`src/rtl/imm_encoder.sv`:
```
// Two-stage RV64 immediate encoder: S1 range-checks the immediate, S2 scatters
// its bits into the I/S/B fields of the base instruction word.
module imm_encoder (
    input  logic        clk,
    input  logic        rst_n,
    input  logic        in_valid,
    output logic        in_ready,
    input  logic [1:0]  ImmSrc,
    input  logic [63:0] imm,
    input  logic [31:0] base,
    output logic        out_valid,
    input  logic        out_ready,
    output logic [31:0] instr,
    output logic        err,
    output logic [7:0]  err_count
);

    localparam logic [1:0] SRC_I = 2'b00;
    localparam logic [1:0] SRC_S = 2'b01;
    localparam logic [1:0] SRC_B = 2'b10;

    localparam logic [31:0] MASK_I  = 32'hFFF0_0000;
    localparam logic [31:0] MASK_SB = 32'hFE00_0F80;

    // Handshake: a word moves on any edge where valid && ready on that side;
    // valid never drops and data holds until that edge. S2 is the output register.
    logic        s1_valid;
    logic [1:0]  s1_src;
    logic [31:0] s1_base;
    logic [12:0] s1_imm;
    logic        s1_bad;

    logic        s2_adv;
    logic        s1_adv;
    logic        in_bad;
    logic        fits12;
    logic        fits13;
    logic [31:0] imm_mask;
    logic [31:0] imm_bits;
    logic [31:0] packed_word;

    assign s2_adv   = !out_valid || out_ready;
    assign s1_adv   = !s1_valid || s2_adv;
    assign in_ready = s1_adv;

    always_comb begin
        fits12 = (&imm[63:11]) || !(|imm[63:11]);
        fits13 = (&imm[63:12]) || !(|imm[63:12]);
        case (ImmSrc)
            SRC_I, SRC_S: in_bad = !fits12;
            SRC_B:        in_bad = !fits13 || imm[0];
            default:      in_bad = 1'b1;
        endcase
    end

    // B-type keeps bit 11 of the immediate in instr[7] and bit 12 in instr[31].
    always_comb begin
        imm_mask = 32'h0;
        imm_bits = 32'h0;
        case (s1_src)
            SRC_I: begin
                imm_mask = MASK_I;
                imm_bits = {s1_imm[11:0], 20'b0};
            end
            SRC_S: begin
                imm_mask = MASK_SB;
                imm_bits = {s1_imm[11:5], 13'b0, s1_imm[4:0], 7'b0};
            end
            SRC_B: begin
                imm_mask = MASK_SB;
                imm_bits = {s1_imm[12], s1_imm[10:5], 13'b0, s1_imm[4:1], s1_imm[11], 7'b0};
            end
            default: begin
                imm_mask = 32'h0;
                imm_bits = 32'h0;
            end
        endcase
        packed_word = (s1_base & ~imm_mask) | (s1_bad ? 32'h0 : imm_bits);
    end

    always_ff @(posedge clk or negedge rst_n) begin
        if (!rst_n) begin
            s1_valid  <= 1'b0;
            s1_src    <= 2'b00;
            s1_base   <= 32'h0;
            s1_imm    <= 13'h0;
            s1_bad    <= 1'b0;
            out_valid <= 1'b0;
            instr     <= 32'h0;
            err       <= 1'b0;
            err_count <= 8'h0;
        end else begin
            if (s1_adv) begin
                s1_valid <= in_valid;
                if (in_valid) begin
                    s1_src  <= ImmSrc;
                    s1_base <= base;
                    s1_imm  <= imm[12:0];
                    s1_bad  <= in_bad;
                end
            end
            if (s2_adv) begin
                out_valid <= s1_valid;
                if (s1_valid) begin
                    instr <= packed_word;
                    err   <= s1_bad;
                end
            end
            if (out_valid && out_ready && err && (err_count != 8'hFF)) begin
                err_count <= err_count + 8'd1;
            end
        end
    end

endmodule
```
`config.mk`:
```
export PLATFORM = sky130hd
export DESIGN_NAME = imm_encoder
export DESIGN_NICKNAME = d
export VERILOG_FILES = /design/src/rtl/imm_encoder.sv
export SDC_FILE = /design/constraint.sdc
export NUM_CORES = 1
export LEC_CHECK = 0
export CORE_ASPECT_RATIO = 0.5
export CORE_MARGIN = 3
export CORE_UTILIZATION = 44
export CTS_CLUSTER_SIZE = 20
export DETAILED_ROUTE_END_ITERATION = 8
export PLACE_DENSITY_LB_ADDON = 0.12
export SLEW_MARGIN = 15
export SYNTH_ARGS = -nofsm -noshare
export SYNTH_HDL_FRONTEND = slang
export SYNTH_SLANG_ARGS = --single-unit
```
`constraint.sdc`:
```
create_clock -name clk -period 2.3 [get_ports clk]
set_clock_uncertainty 0.1 [all_clocks]
set_input_delay 0.46 -clock clk [delete_from_list [all_inputs] [get_ports clk]]
set_output_delay 0.46 -clock clk [all_outputs]
set_load 0.05 [all_outputs]
```
After elaboration in Yosys (flattened, before gate mapping)
Cells that the tools add are included.
{"block": "totals", "regBits": 91, "in_bits": 102, "out_inout_bits": 43, "elab_cells": 46}
{"block": "op_classes", "n_addsub": 1, "eq_ne": 5, "mux": 4, "bitwise_logic": 3, "reduce_logical": 24}
{"cell": "case mux 32 bit (3 select lines)", "n": 1}
{"cell": "case mux 32 bit (2 select lines)", "n": 1}
{"cell": "AND reduction 53 bit", "n": 1}
{"cell": "OR reduction 53 bit", "n": 1}
{"cell": "AND reduction 52 bit", "n": 1}
{"cell": "OR reduction 52 bit", "n": 1}
{"cell": "bitwise AND 32 bit", "n": 1}
{"cell": "two-way mux 32 bit", "n": 1}
{"cell": "NOT 32 bit", "n": 1}
{"cell": "bitwise OR 32 bit", "n": 1}
{"cell": "adder 8 x 1 -> 8 bit, second input constant", "n": 1}
{"cell": "inequality test 8 bit, second input constant", "n": 1}
{"cell": "logical NOT 1 bit", "n": 6}
{"cell": "logical OR 1 bit", "n": 5}
{"cell": "equality test 2 x 1 -> 1 bit, second input constant", "n": 2}
{"cell": "equality test 2 bit, second input constant", "n": 2}
{"cell": "logical NOT 2 bit", "n": 2}
{"cell": "AND reduction 2 bit", "n": 2}
{"cell": "OR reduction 2 bit", "n": 2}
{"cell": "logical AND 1 bit", "n": 3}
{"cell": "case mux 1 bit (2 select lines)", "n": 1}

Logic depth before layout (Yosys ltp)
{"block": "depth", "ltp_word": 6, "mapped_depth": 6}

Least setup slack after synthesis
OpenSTA, ideal clock, no wires.
{"block": "synth_timing", "kind": "flip-flop to flip-flop", "startpoint": "reg out_valid", "endpoint": "reg s1_base[0]", "setup_time_ns": 0.125, "arrival_ns": 2.084, "path_slack_ns": -0.008, "stages_incl_launch_ff": 5, "synth_period_minus_slack_ns": 2.308, "path_cell_list": "dfrtp_1 -> nand3b_1 -> nand2_1 -> buf_2 -> mux2_2"}
{"block": "synth_via", "elab_chain_cells": 4}
{"element": "start: declaration", "line": "11", "source": "output logic out_valid,"}
{"element": "start signal: assignment", "line": "103", "source": "out_valid <= s1_valid;"}
{"element": "logical NOT 1 bit", "line": "42", "source": "assign s2_adv = !out_valid || out_ready;"}
{"element": "logical OR 1 bit", "line": "42"}
{"element": "logical OR 1 bit", "line": "43", "source": "assign s1_adv = !s1_valid || s2_adv;"}
{"element": "named net in_ready", "line": "7", "source": "output logic in_ready,"}
{"element": "AND reduction 2 bit (no source line)"}
{"element": "end signal: assignment", "line": "97", "source": "s1_base <= base;"}
{"element": "end: declaration", "line": "29", "source": "logic [31:0] s1_base;"}
The timed path passes the listed nets, and every way through them passes these cells.
A chain may end at the register's enable or synchronous reset.

Final worst setup path
{"block": "layout_timing", "startpoint": "reg err_count[3]", "endpoint": "out err_count[3]"}
{"element": "start: declaration", "line": "15", "source": "output logic [7:0] err_count"}
{"element": "start signal: assignment", "line": "110", "source": "err_count <= err_count + 8'd1;"}
No word-level cell between the ends.

==> flow_summary_export.csv <==
group,metric,value,unit
routing,routed_wl,10100,um
yosys,synth_seq_cells,91,
routing,ant_nets,0,
worst_setup_path,cp-start-kind,"register",
yosys,synthCells,319,
clock_network,ctsResizeCount,0,
hold_path,min_path_type,"input port to asynchronous set/reset pin",
routing,post_drt_via_cell_ratio,5.29,
pwr,p_leak,2.39,nW
routing,avgRoutedWirePerCell,17.2,um
yosys,syn_area,3930,um^2
timing,slew_headroom,0.616,
timing,slew_violations,0,
yosys,synthArstFlopShare,1.00,
clock_network,cts_hold_buffers,0,
die,io_pins,145,
yosys,ys.flop_type,"dfrtp_1",
worst_setup_path,critical_path.cell_chain,"clkdlybuf4s50_1",
global_routing,grt_pass1_wl,16400,um
die,die_area,10200,um^2
yosys,yosys.cell_types.count,28,
cells_and_area,layout-drive-gt1-share,0.189,
global_routing,grt_max_degree,45,
placement,place_inst,573,
cells_and_area,instances_no_fill,588,
pwr,p_total,0.00545,W
timing,grt_setup_unrepaired,"false",
yosys,avgSynthCellArea,12.3,um^2
routing,drtIter0Drc,153,
clock_network,clk_latency,340,ps
placement,portBuffers,144,
worst_setup_path,path_max_fanout,5,
die,coreArea,8320,um^2
die,chipWidth,140,um
timing,tightestPinTransition,576,ps
timing,post-route-min-period,2160,ps
timing,hold_viol_final,0,
worst_setup_path,critPathBufInv,1,
cells_and_area,antenna_cells,0,
yosys,synth_area_leaders,"dfrtp_1 58%, mux2_2 18%, nand2_1 2.9%, nand4_1 2.7%, nor4_1 2.7%",
yosys,synthesis.nets,427,
clock_network,post-cts-setup-buffers,0,
yosys,ys_seq_area_frac,0.580,
die,die_h,72.8,um
yosys,synth.largest_area_cell,"dfrtp_1",
timing,finalSetupViolations,0,
clock_network,ctsLongestPathBuffers,2,
yosys,synth_most_common_cell,"dfrtp_1",
outcome,status,"finished, final reports clean",
worst_setup_path,slowest_delay,840,ps
routing,drt_pass1_iterations,4,
global_routing,grt_pass1_vias,3414,
worst_setup_path,cp.arrival,1600,ps
global_routing,grt_antenna_before_repair,0,
worst_setup_path,critPathRequiredTime,1740,ps
clock_network,clock-sinks,91,
cells_and_area,syn2layout_area_growth,49.7,%
yosys,synth.top_cell.area_share,0.580,
cells_and_area,layout.nets,580,
pwr,ir_worst_vdd,0.815,mV
routing,route.detailed.drc,0,
worst_setup_path,critPathTopFamily,"buffers and inverters",
pwr,cellPowerDensity,928,nW/um^2
worst_setup_path,slowest_stage,"clkdlybuf4s50_1",
timing,hold_ws,9.86,ps
clock_network,htree_levels,3,
timing,post-route-period-util,0.941,
worst_setup_path,end_kind,"output port",
placement,dp_hpwl,7940,um
placement,place_congestion,0.825,
clock_network,cts_tree,"yes",
worst_setup_path,path_class,"register to output port",
yosys,synth-edff-count,0,
timing,fmax,462,MHz
die,rows,23,
yosys,synth_warnings,0,
clock_network,cts-buffers-inserted,9,
routing,via_count,3113,
flow_run,max-cap-violations,0,
yosys,synth_common_cells,"91 x dfrtp_1, 62 x mux2_2, 30 x nand2_1",
clock_network,root_buffer,"clkbuf_16",
cells_and_area,nFillCells,598,
global_routing,track_usage,0.207,
global_routing,grt_overflow,0,
die,initial_core_util,0.472,
clock_network,clkSlewWorstSetupHoldPaths,60,ps
[metal layers]
metal	track usage	routed length, um
met3	0.0648	599
met1	0.230	3970
met4	0.0773	185
met2	0.382	5350
met5	0	0
[path summary, 6_finish.rpt]
check	from	endpoint	slack [ps]	depth (start not counted)
max	err_count[3]	err_count[3]	140	1
min	rst_n	err_count[7]	10	1
max reg2reg	s1_src[0]	instr[27]	380	5
min reg2reg	instr[24]	instr[24]	380	2
max in group asynchronous	rst_n	instr[14]	1340	2
min in group clk	instr[24]	instr[24]	380	2
[report_power, final]
| part | internal [W] | switching (W) | total (W) |
|---|---|---|---|
| clock | 0.000954 | 0.000556 | 0.00151 |
| combinational | 0.000761 | 0.00106 | 0.00182 |
| sequential | 0.00191 | 0.000216 | 0.00212 |
| total | 0.00362 | 0.00183 | 0.00545 |
[final cells by class]
type	count	area (um^2)	share of cell area
Inverter	4	15.0	0.00255
Clock inverter	1	30.0	0.00511
Clock buffer	14	284	0.0483
Timing Repair Buffer	153	1540	0.262
Tap cell	112	140	0.0238
Multi-Input combinational cell	213	1590	0.270
Sequential cell	91	2280	0.387
[through the flow]
stage          setup WS, ps  cell area, um^2  TNS [ps]  utilization
2_1_floorplan          15.6             3930         0            -
3_3_place_gp           14.0             5560         0        0.669
3_5_place_dp          -16.7             5560     -16.7        0.669
4_1_cts                 116             5880         0        0.707
5_1_grt                66.9             5880         0        0.707
6_report                136             5880         0        0.707
[flip-flops by register name, summed over array words and instances (netlist names)]
register,count
s1_src,2
err_count,8
s1_imm,13
out_valid,1
s1_base,32
instr,32
s1_valid,1
s1_bad,1
err,1
[cell families after synthesis]
family | share of synthesized area
adder cells (fa/ha/maj) | 0.0191
buffers and inverters | 0.0166
multiplexers | 0.178
XOR/XNOR | 0.0156
AO/OA/AOI/OAI | 0.0682
flip-flops | 0.580
AND/OR/NAND/NOR | 0.123
[layout by cell type, fill, tap and decap left out, types with 9 or more instances in the layout]
cell and instances:
clkdlybuf4s50_1 142, nand2_1 28, nor2b_1 10, dfrtp_1 91, o21ai_0 20, mux2_2 62, nor4_1 17, nand4_1 17
a21oi_1 12, clkbuf_16 9
(Power assumes the default switching activity.)
